==> config.mk <==
export PLATFORM = sky130hd
export DESIGN_NAME = dmem_rr_arbiter
export DESIGN_NICKNAME = d
export VERILOG_FILES = /design/src/rtl/dmem_rr_arbiter.sv
export SDC_FILE = /design/constraint.sdc
export NUM_CORES = 1
export LEC_CHECK = 0
export CORE_AREA = 10 10 91 109
export DETAILED_ROUTE_END_ITERATION = 8
export DIE_AREA = 0 0 101 119
export PLACE_DENSITY = 0.95
export RECOVER_POWER = 50
export SETUP_SLACK_MARGIN = 0.4
export SYNTH_ARGS = -nofsm -noshare
export SYNTH_HDL_FRONTEND = slang
export SYNTH_SLANG_ARGS = --single-unit
==> constraint.sdc <==
create_clock -name i_clk -period 8.19 [get_ports i_clk]
set_clock_uncertainty 0.05 [all_clocks]
set_input_delay 1.2285 -clock i_clk [delete_from_list [all_inputs] [get_ports i_clk]]
set_output_delay 1.2285 -clock i_clk [all_outputs]
set_load 0.005 [all_outputs]
==> src/rtl/dmem_rr_arbiter.sv <==
// N-master arbiter sharing one single-port synchronous data RAM.
// Round-robin or fixed-priority grant, read responses steered back to the issuing master.
module dmem_rr_arbiter #(
    parameter int NUM_M    = 2,
    parameter int ADDR_W   = 10,
    parameter int DATA_W   = 32,
    parameter int ARB_MODE = 0
) (
    input  logic                       i_clk,
    input  logic                       i_rst,
    input  logic [NUM_M-1:0]           i_m_req,
    input  logic [NUM_M-1:0]           i_m_we,
    input  logic [NUM_M*ADDR_W-1:0]    i_m_addr,
    input  logic [NUM_M*DATA_W-1:0]    i_m_wdata,
    input  logic [NUM_M*DATA_W/8-1:0]  i_m_wstrb,
    output logic [NUM_M-1:0]           o_m_gnt,
    output logic [NUM_M-1:0]           o_m_rvalid,
    output logic [DATA_W-1:0]          o_m_rdata,
    output logic                       o_ram_en,
    output logic [DATA_W/8-1:0]        o_ram_we,
    output logic [ADDR_W-1:0]          o_ram_addr,
    output logic [DATA_W-1:0]          o_ram_wdata,
    input  logic [DATA_W-1:0]          i_ram_rdata,
    output logic [15:0]                o_busy_cnt
);

    localparam int STRB_W = DATA_W / 8;
    localparam int PTR_W  = (NUM_M > 1) ? $clog2(NUM_M) : 1;

    logic [PTR_W-1:0]  r_rrPtr;
    logic              r_respVld;
    logic [PTR_W-1:0]  r_respId;
    logic [DATA_W-1:0] r_rdataHold;
    logic [15:0]       r_busyCnt;

    logic              w_found;
    logic [PTR_W-1:0]  w_gntIdx;
    logic              w_selRead;
    logic              w_contend;
    logic              w_seen;

    // Two passes: first the masters at or above the pointer, then wrap to the lowest index.
    // In fixed mode the first pass accepts everyone, so the lowest requester wins.
    always_comb begin
        w_found  = 1'b0;
        w_gntIdx = '0;
        if (!i_rst) begin
            for (int i = 0; i < NUM_M; i++) begin
                if (!w_found && i_m_req[i] && (ARB_MODE == 1 || PTR_W'(i) >= r_rrPtr)) begin
                    w_found  = 1'b1;
                    w_gntIdx = PTR_W'(i);
                end
            end
            for (int i = 0; i < NUM_M; i++) begin
                if (!w_found && i_m_req[i]) begin
                    w_found  = 1'b1;
                    w_gntIdx = PTR_W'(i);
                end
            end
        end
    end

    always_comb begin
        o_m_gnt     = '0;
        o_ram_en    = w_found;
        o_ram_we    = '0;
        o_ram_addr  = '0;
        o_ram_wdata = '0;
        w_selRead   = 1'b0;
        for (int i = 0; i < NUM_M; i++) begin
            o_m_gnt[i] = w_found && (w_gntIdx == PTR_W'(i));
            if (o_m_gnt[i]) begin
                o_ram_addr  = i_m_addr[i*ADDR_W +: ADDR_W];
                o_ram_wdata = i_m_wdata[i*DATA_W +: DATA_W];
                o_ram_we    = i_m_we[i] ? i_m_wstrb[i*STRB_W +: STRB_W] : '0;
                w_selRead   = !i_m_we[i];
            end
        end
    end

    always_comb begin
        w_contend = 1'b0;
        w_seen    = 1'b0;
        for (int i = 0; i < NUM_M; i++) begin
            if (i_m_req[i]) begin
                if (w_seen) begin
                    w_contend = 1'b1;
                end
                w_seen = 1'b1;
            end
        end
    end

    always_ff @(posedge i_clk or posedge i_rst) begin
        if (i_rst) begin
            r_rrPtr <= '0;
        end else if (w_found && ARB_MODE == 0) begin
            r_rrPtr <= (w_gntIdx == PTR_W'(NUM_M - 1)) ? '0 : w_gntIdx + 1'b1;
        end
    end

    // Response tag follows the read grant by one cycle, when the RAM presents its data.
    always_ff @(posedge i_clk or posedge i_rst) begin
        if (i_rst) begin
            r_respVld   <= 1'b0;
            r_respId    <= '0;
            r_rdataHold <= '0;
        end else begin
            r_respVld <= w_selRead;
            if (w_selRead) begin
                r_respId <= w_gntIdx;
            end
            if (r_respVld) begin
                r_rdataHold <= i_ram_rdata;
            end
        end
    end

    always_ff @(posedge i_clk or posedge i_rst) begin
        if (i_rst) begin
            r_busyCnt <= '0;
        end else if (w_contend && r_busyCnt != 16'hFFFF) begin
            r_busyCnt <= r_busyCnt + 16'd1;
        end
    end

    always_comb begin
        o_m_rvalid = '0;
        for (int i = 0; i < NUM_M; i++) begin
            o_m_rvalid[i] = r_respVld && (r_respId == PTR_W'(i));
        end
    end

    assign o_m_rdata  = r_respVld ? i_ram_rdata : r_rdataHold;
    assign o_busy_cnt = r_busyCnt;

endmodule

# After elaboration in Yosys (flattened, before gate mapping)
# Cells that the tools add are included.
[word_totals]
register_bits = 51
word_cells = 54
[op_classes]
bitwise_logic = 2
add_sub_neg = 2
eq_ne = 1
reduce_logical = 15
n_lt_le_gt_ge = 2
n_mux = 27
[op_table]
columns = ["op", "count"]
rows = [
  ["2-to-1 mux 32 bit", 3],
  ["2-to-1 mux 10 bit", 2],
  ["2-to-1 mux 1 bit", 18],
  ["adder 16 x 1 -> 16 bit (second input constant)", 1],
  ["2-to-1 mux 4 bit", 4],
  ["inequality test 16 bit (second input constant)", 1],
  ["logical AND 1 bit", 10],
  ["zero test 1 bit", 5],
  [">= comparator 1 bit (first input constant)", 2],
  ["NOT 1 bit", 2],
  ["adder 1 bit (second input constant)", 1],
]

# Longest topological paths before layout
[logic_depth]
ltp_word = 21
ltp_mapped = 6
mapped_depth_nobuf = 5

# Worst setup path before layout
# OpenSTA, ideal clock, no wires.
[synth_timing]
path_type = "input to output"
from = "in i_rst"
to = "out o_ram_addr[0]"
stages = 5
required_ps = 6911
path_buffers = 1
slack_ps = 3562
arrival_time_ps = 3350
path_cell_list = "inv_1 nand3_1 inv_2 clkbuf_1 a22o_1"
[synth_via]
elab_chain_cells = 5
word_cells_on_any_way = 7
cone_classes = "mux (4); bitwise (1); reduce/logical (2)"
[synth_lines]
columns = ["item", "line_no", "source"]
rows = [
  ["start, declared", "10", "input logic i_rst,"],
  ["2-to-1 mux 1 bit", "47", "if (!i_rst) begin"],
  ["NOT 1 bit", "71", "o_m_gnt[i] = w_found && (w_gntIdx == PTR_W'(i));"],
  ["logical AND 1 bit *", "71", ""],
  ["net o_m_gnt[0]", "16", "output logic [NUM_M-1:0] o_m_gnt,"],
  ["2-to-1 mux 10 bit * (2 in series)", "72", "if (o_m_gnt[i]) begin"],
  ["end, declared", "21", "output logic [ADDR_W-1:0] o_ram_addr,"],
]
# The timed path passes the listed nets; every way through them passes the cells marked *.

# Final worst setup path
[layout_timing]
from = "in i_rst"
to = "out o_ram_we[2]"
[layout_via]
elab_chain_cells = 5
word_cells_on_any_way = 7
cone_classes = "mux (4); bitwise (1); reduce/logical (2)"
[layout_lines]
columns = ["item", "line_no", "source"]
rows = [
  ["2-to-1 mux 1 bit", "47", ""],
  ["NOT 1 bit", "71", ""],
  ["logical AND 1 bit", "71", ""],
  ["2-to-1 mux 4 bit", "72", ""],
  ["2-to-1 mux 4 bit *", "72", ""],
  ["end, declared", "20", "output logic [DATA_W/8-1:0] o_ram_we,"],
]
# Every way passes the cells marked *; elsewhere a longest branch is shown, timed or not.

==> results.json <==
{
  "run_status": "finished with violations",
  "violations": "capacitance limit, slew limit",
  "met2_length_um": 5830,
  "pin_count": 229,
  "ctsHoldBuffers": 0,
  "whs_ns": 0.441,
  "finalSetupTns_ns": 0,
  "synth_compound_area_share_pct": 16.9,
  "cp-end-kind": "primary output",
  "slew-limit-headroom_pct": -24.5,
  "worstPathRequired_ns": 6.91,
  "ys_ff_latch": 51,
  "pwr-share-clk_pct": 17.1,
  "cap_violations": 1,
  "yosysWarnings": 0,
  "setup_viol": 0,
  "worstSkewPairLatency_ns": 0.29,
  "grt_pass1_wl_um": 17500,
  "dr.pass1.iters": 4,
  "die_area_um2": 12000,
  "path_delay_family": "buffers and inverters",
  "ys_seq_area_share_pct": 48.9,
  "synth_top_family_by_area": "compound AO/OA/AOI/OAI gates",
  "power_uw": 817,
  "p_sw_share_pct": 28.2,
  "syn_nets": 342,
  "antenna_left": 0,
  "p_seq_share_pct": 42.0,
  "port_buffers": 228,
  "gp_congestion": 0.775,
  "syn-cell-area_um2": 2610,
  "area_growth_pct": 92.6,
  "startpoint_type": "input pin",
  "synth_cells": 211,
  "rsz0062_at_grt": "no",
  "wirelength_met1_um": 3940,
  "grt_use_total_pct": 18.2,
  "route.detailed.drc": 0,
  "wire_per_inst_um": 21.5,
  "path_cells": "dlygate4sd3_1 > inv_1 > nand3_1 > inv_2 > and2_1 > a32o_1 > clkdlybuf4s50_1",
  "cts_buffers": 5,
  "dr_wl_met3_um": 1280,
  "cts_tree": "built",
  "num_vias": 2718,
  "cts_sinks": 51,
  "start_util_pct": 33.1,
  "fin_nets": 565,
  "cts_max_level": 2,
  "synthAdderAreaFrac_pct": 0.480,
  "synth_xor_area_share_pct": 4.70,
  "die_w_um": 101,
  "p_int_uw": 587,
  "root_buffer": "clkbuf_8",
  "worstPathArrival_ns": 5.24,
  "dp_hpwl_um": 9820,
  "avgSynthCellArea_um2": 12.4,
  "cpPeakStageDelay_ns": 1.34,
  "yosys-mux-area-fraction_pct": 14.4,
  "path_buf_inv": 4,
  "rows": 36,
  "cts.clk_slew.worst_paths_ns": 0.09,
  "synthSimpleGateAreaFrac_pct": 11.8,
  "hold_path.class": "flop to flop",
  "n_fill_cell": 615,
  "post-route-util_pct": 63.7,
  "power_frac_comb_pct": 40.8,
  "max-vdd-ir-drop_mv": 0.109,
  "grt_max_degree": 54,
  "criticalPathCategory": "input pin to primary output",
  "drive_gt1_share_pct": 5.52,
  "fp.dieH_um": 119,
  "clk_path_buf_depth": 2,
  "grt_pass1_vias": 3114,
  "synth.distinct_cells": 36,
  "hold_violations": 0,
  "cts_setup_buffers": 0,
  "routed.top_layer": "met4",
  "antennaDiodeCount": 0,
  "critPathSlowestCell": "inv_1",
  "min_period_over_period_pct": 79.6,
  "grt_antenna_before_repair": 0,
  "tightest_slew_ns": 1.86,
  "total_leakage_power_uw": 0.00205,
  "cts_resized": 0,
  "fin_crit_ns": 6.52,
  "core_um2": 7880,
  "fmax_mhz": 153,
  "final_max_slew_viol_count": 54,
  "power_density_nw_per_um2": 163,
  "viasPerCell": 5.13,
  "power_switching_uw": 230,
  "path_max_fanout": 53,
  "wl_um": 11400,
  "drt_iter0_drc": 103,
  "overflow": 0
}
[layout make-up]
| cell class | instances | area [um^2] | area share [%] |
|---|---|---|---|
| clock buffers | 5 | 68.8 | 1.37 |
| well taps | 95 | 119 | 2.37 |
| clock inverters | 3 | 18.8 | 0.374 |
| flip-flops and latches | 51 | 1280 | 25.4 |
| inverters | 3 | 11.3 | 0.224 |
| multi-input cells | 143 | 1230 | 24.5 |
| repair buffers | 230 | 2300 | 45.8 |
[cells by family after synthesis]
group,count (synthesis)
muxes,33
and+or+nand+nor,43
AOI/OAI and AO/OA,52
DFF,51
adders and majority gates,1
xor gates and xnor gates,14
buffers and inverters,17
[power by group through the flow]
stage	Combinational, uW	Sequential, uW	Clock [uW]
4_1_cts	353	344	148
3_5_place_dp	352	350	0
5_1_grt	359	350	159
3_3_place_gp	342	345	0
2_1_floorplan	115	340	0
6_report	334	343	140
[through the flow]
stage,worst slack [ns],instances,instance area (um^2)
floorplan,3.56,211,2610
finish,1.67,530,5020
global placement,2.56,522,4960
CTS,2.39,530,5050
detailed placement,2.39,522,4960
global route,1.09,530,5020
[per-layer routing]
metal | global-route usage (%) | vias to the layer above
li1 | - | 1249
met1 | 17.7 | 1277
met2 | 32.5 | 174
met3 | 7.75 | 18
met4 | 7.42 | 0
met5 | 0 | -
[final timing paths]
kind                            cells past startpoint        endpoint  slack (ns)      startpoint
max in group asynchronous                           2  r_rdataHold[8]        5.02           i_rst
min in group asynchronous                           2        r_respId        1.99           i_rst
worst max register to register                      5   o_busy_cnt[1]        6.26   o_busy_cnt[0]
worst min-delay path                                1  r_rdataHold[4]        0.44  r_rdataHold[4]
worst max-delay path                                7     o_ram_we[2]        1.67           i_rst
worst min register to register                      1  r_rdataHold[4]        0.44  r_rdataHold[4]
[Yosys cell counts]
library cell | n | area (um^2)
a22o_1 | 42 | 368
nor4b_2 | 1 | 15.0
buf_2 | 1 | 5.00
o21ai_0 | 4 | 20.0
mux2_4 | 1 | 15.0
and4_1 | 1 | 8.76
and2_1 | 2 | 12.5
xnor2_1 | 6 | 52.6
o21a_1 | 1 | 7.51
nand2_2 | 1 | 6.26
nor3_2 | 1 | 10.0
nand2b_1 | 1 | 6.26
and4_4 | 1 | 11.3
mux2_2 | 32 | 360
xor2_1 | 8 | 70.1
clkbuf_1 | 8 | 30.0
dfrtp_1 | 51 | 1280
o22ai_1 | 1 | 6.26
nand4_1 | 4 | 25.0
buf_1 | 4 | 15.0
and3_1 | 4 | 25.0
nor4_2 | 4 | 50.1
nor2_1 | 2 | 7.51
nand2_1 | 6 | 22.5
inv_2 | 1 | 3.75
inv_1 | 2 | 7.51
ha_1 | 1 | 12.5
buf_6 | 1 | 11.3
and4b_1 | 1 | 10.0
nor2b_1 | 1 | 6.26
a32o_1 | 4 | 40.0
nor2_2 | 1 | 6.26
nor3b_2 | 1 | 12.5
nand3_1 | 8 | 40.0
nand4_4 | 1 | 21.3
nor3_1 | 2 | 10.0
[flip-flops by register name (all words and copies together), names as in the netlist]
name	flops
r_rrPtr	1
r_respId	1
r_rdataHold	32
r_respVld	1
o_busy_cnt	16
[placed cells by master, fill, tap and decap left out, drive strengths merged]
master	n
xor2	8
clkinv	2
and4b	1
and4	2
and2	2
nor4b	1
and3	4
nand4	5
nand3	8
o22ai	1
a32o	4
clkbuf	5
nor2b	1
clkdlybuf4s50	211
nor4	4
buf	2
a22o	42
nor3b	1
nor3	3
nand2b	1
ha	1
o21a	1
nand2	7
inv	4
xnor2	6
nor2	3
mux2	33
dlygate4sd3	17
dfrtp	51
o21ai	4
(Power assumes the default switching activity.)
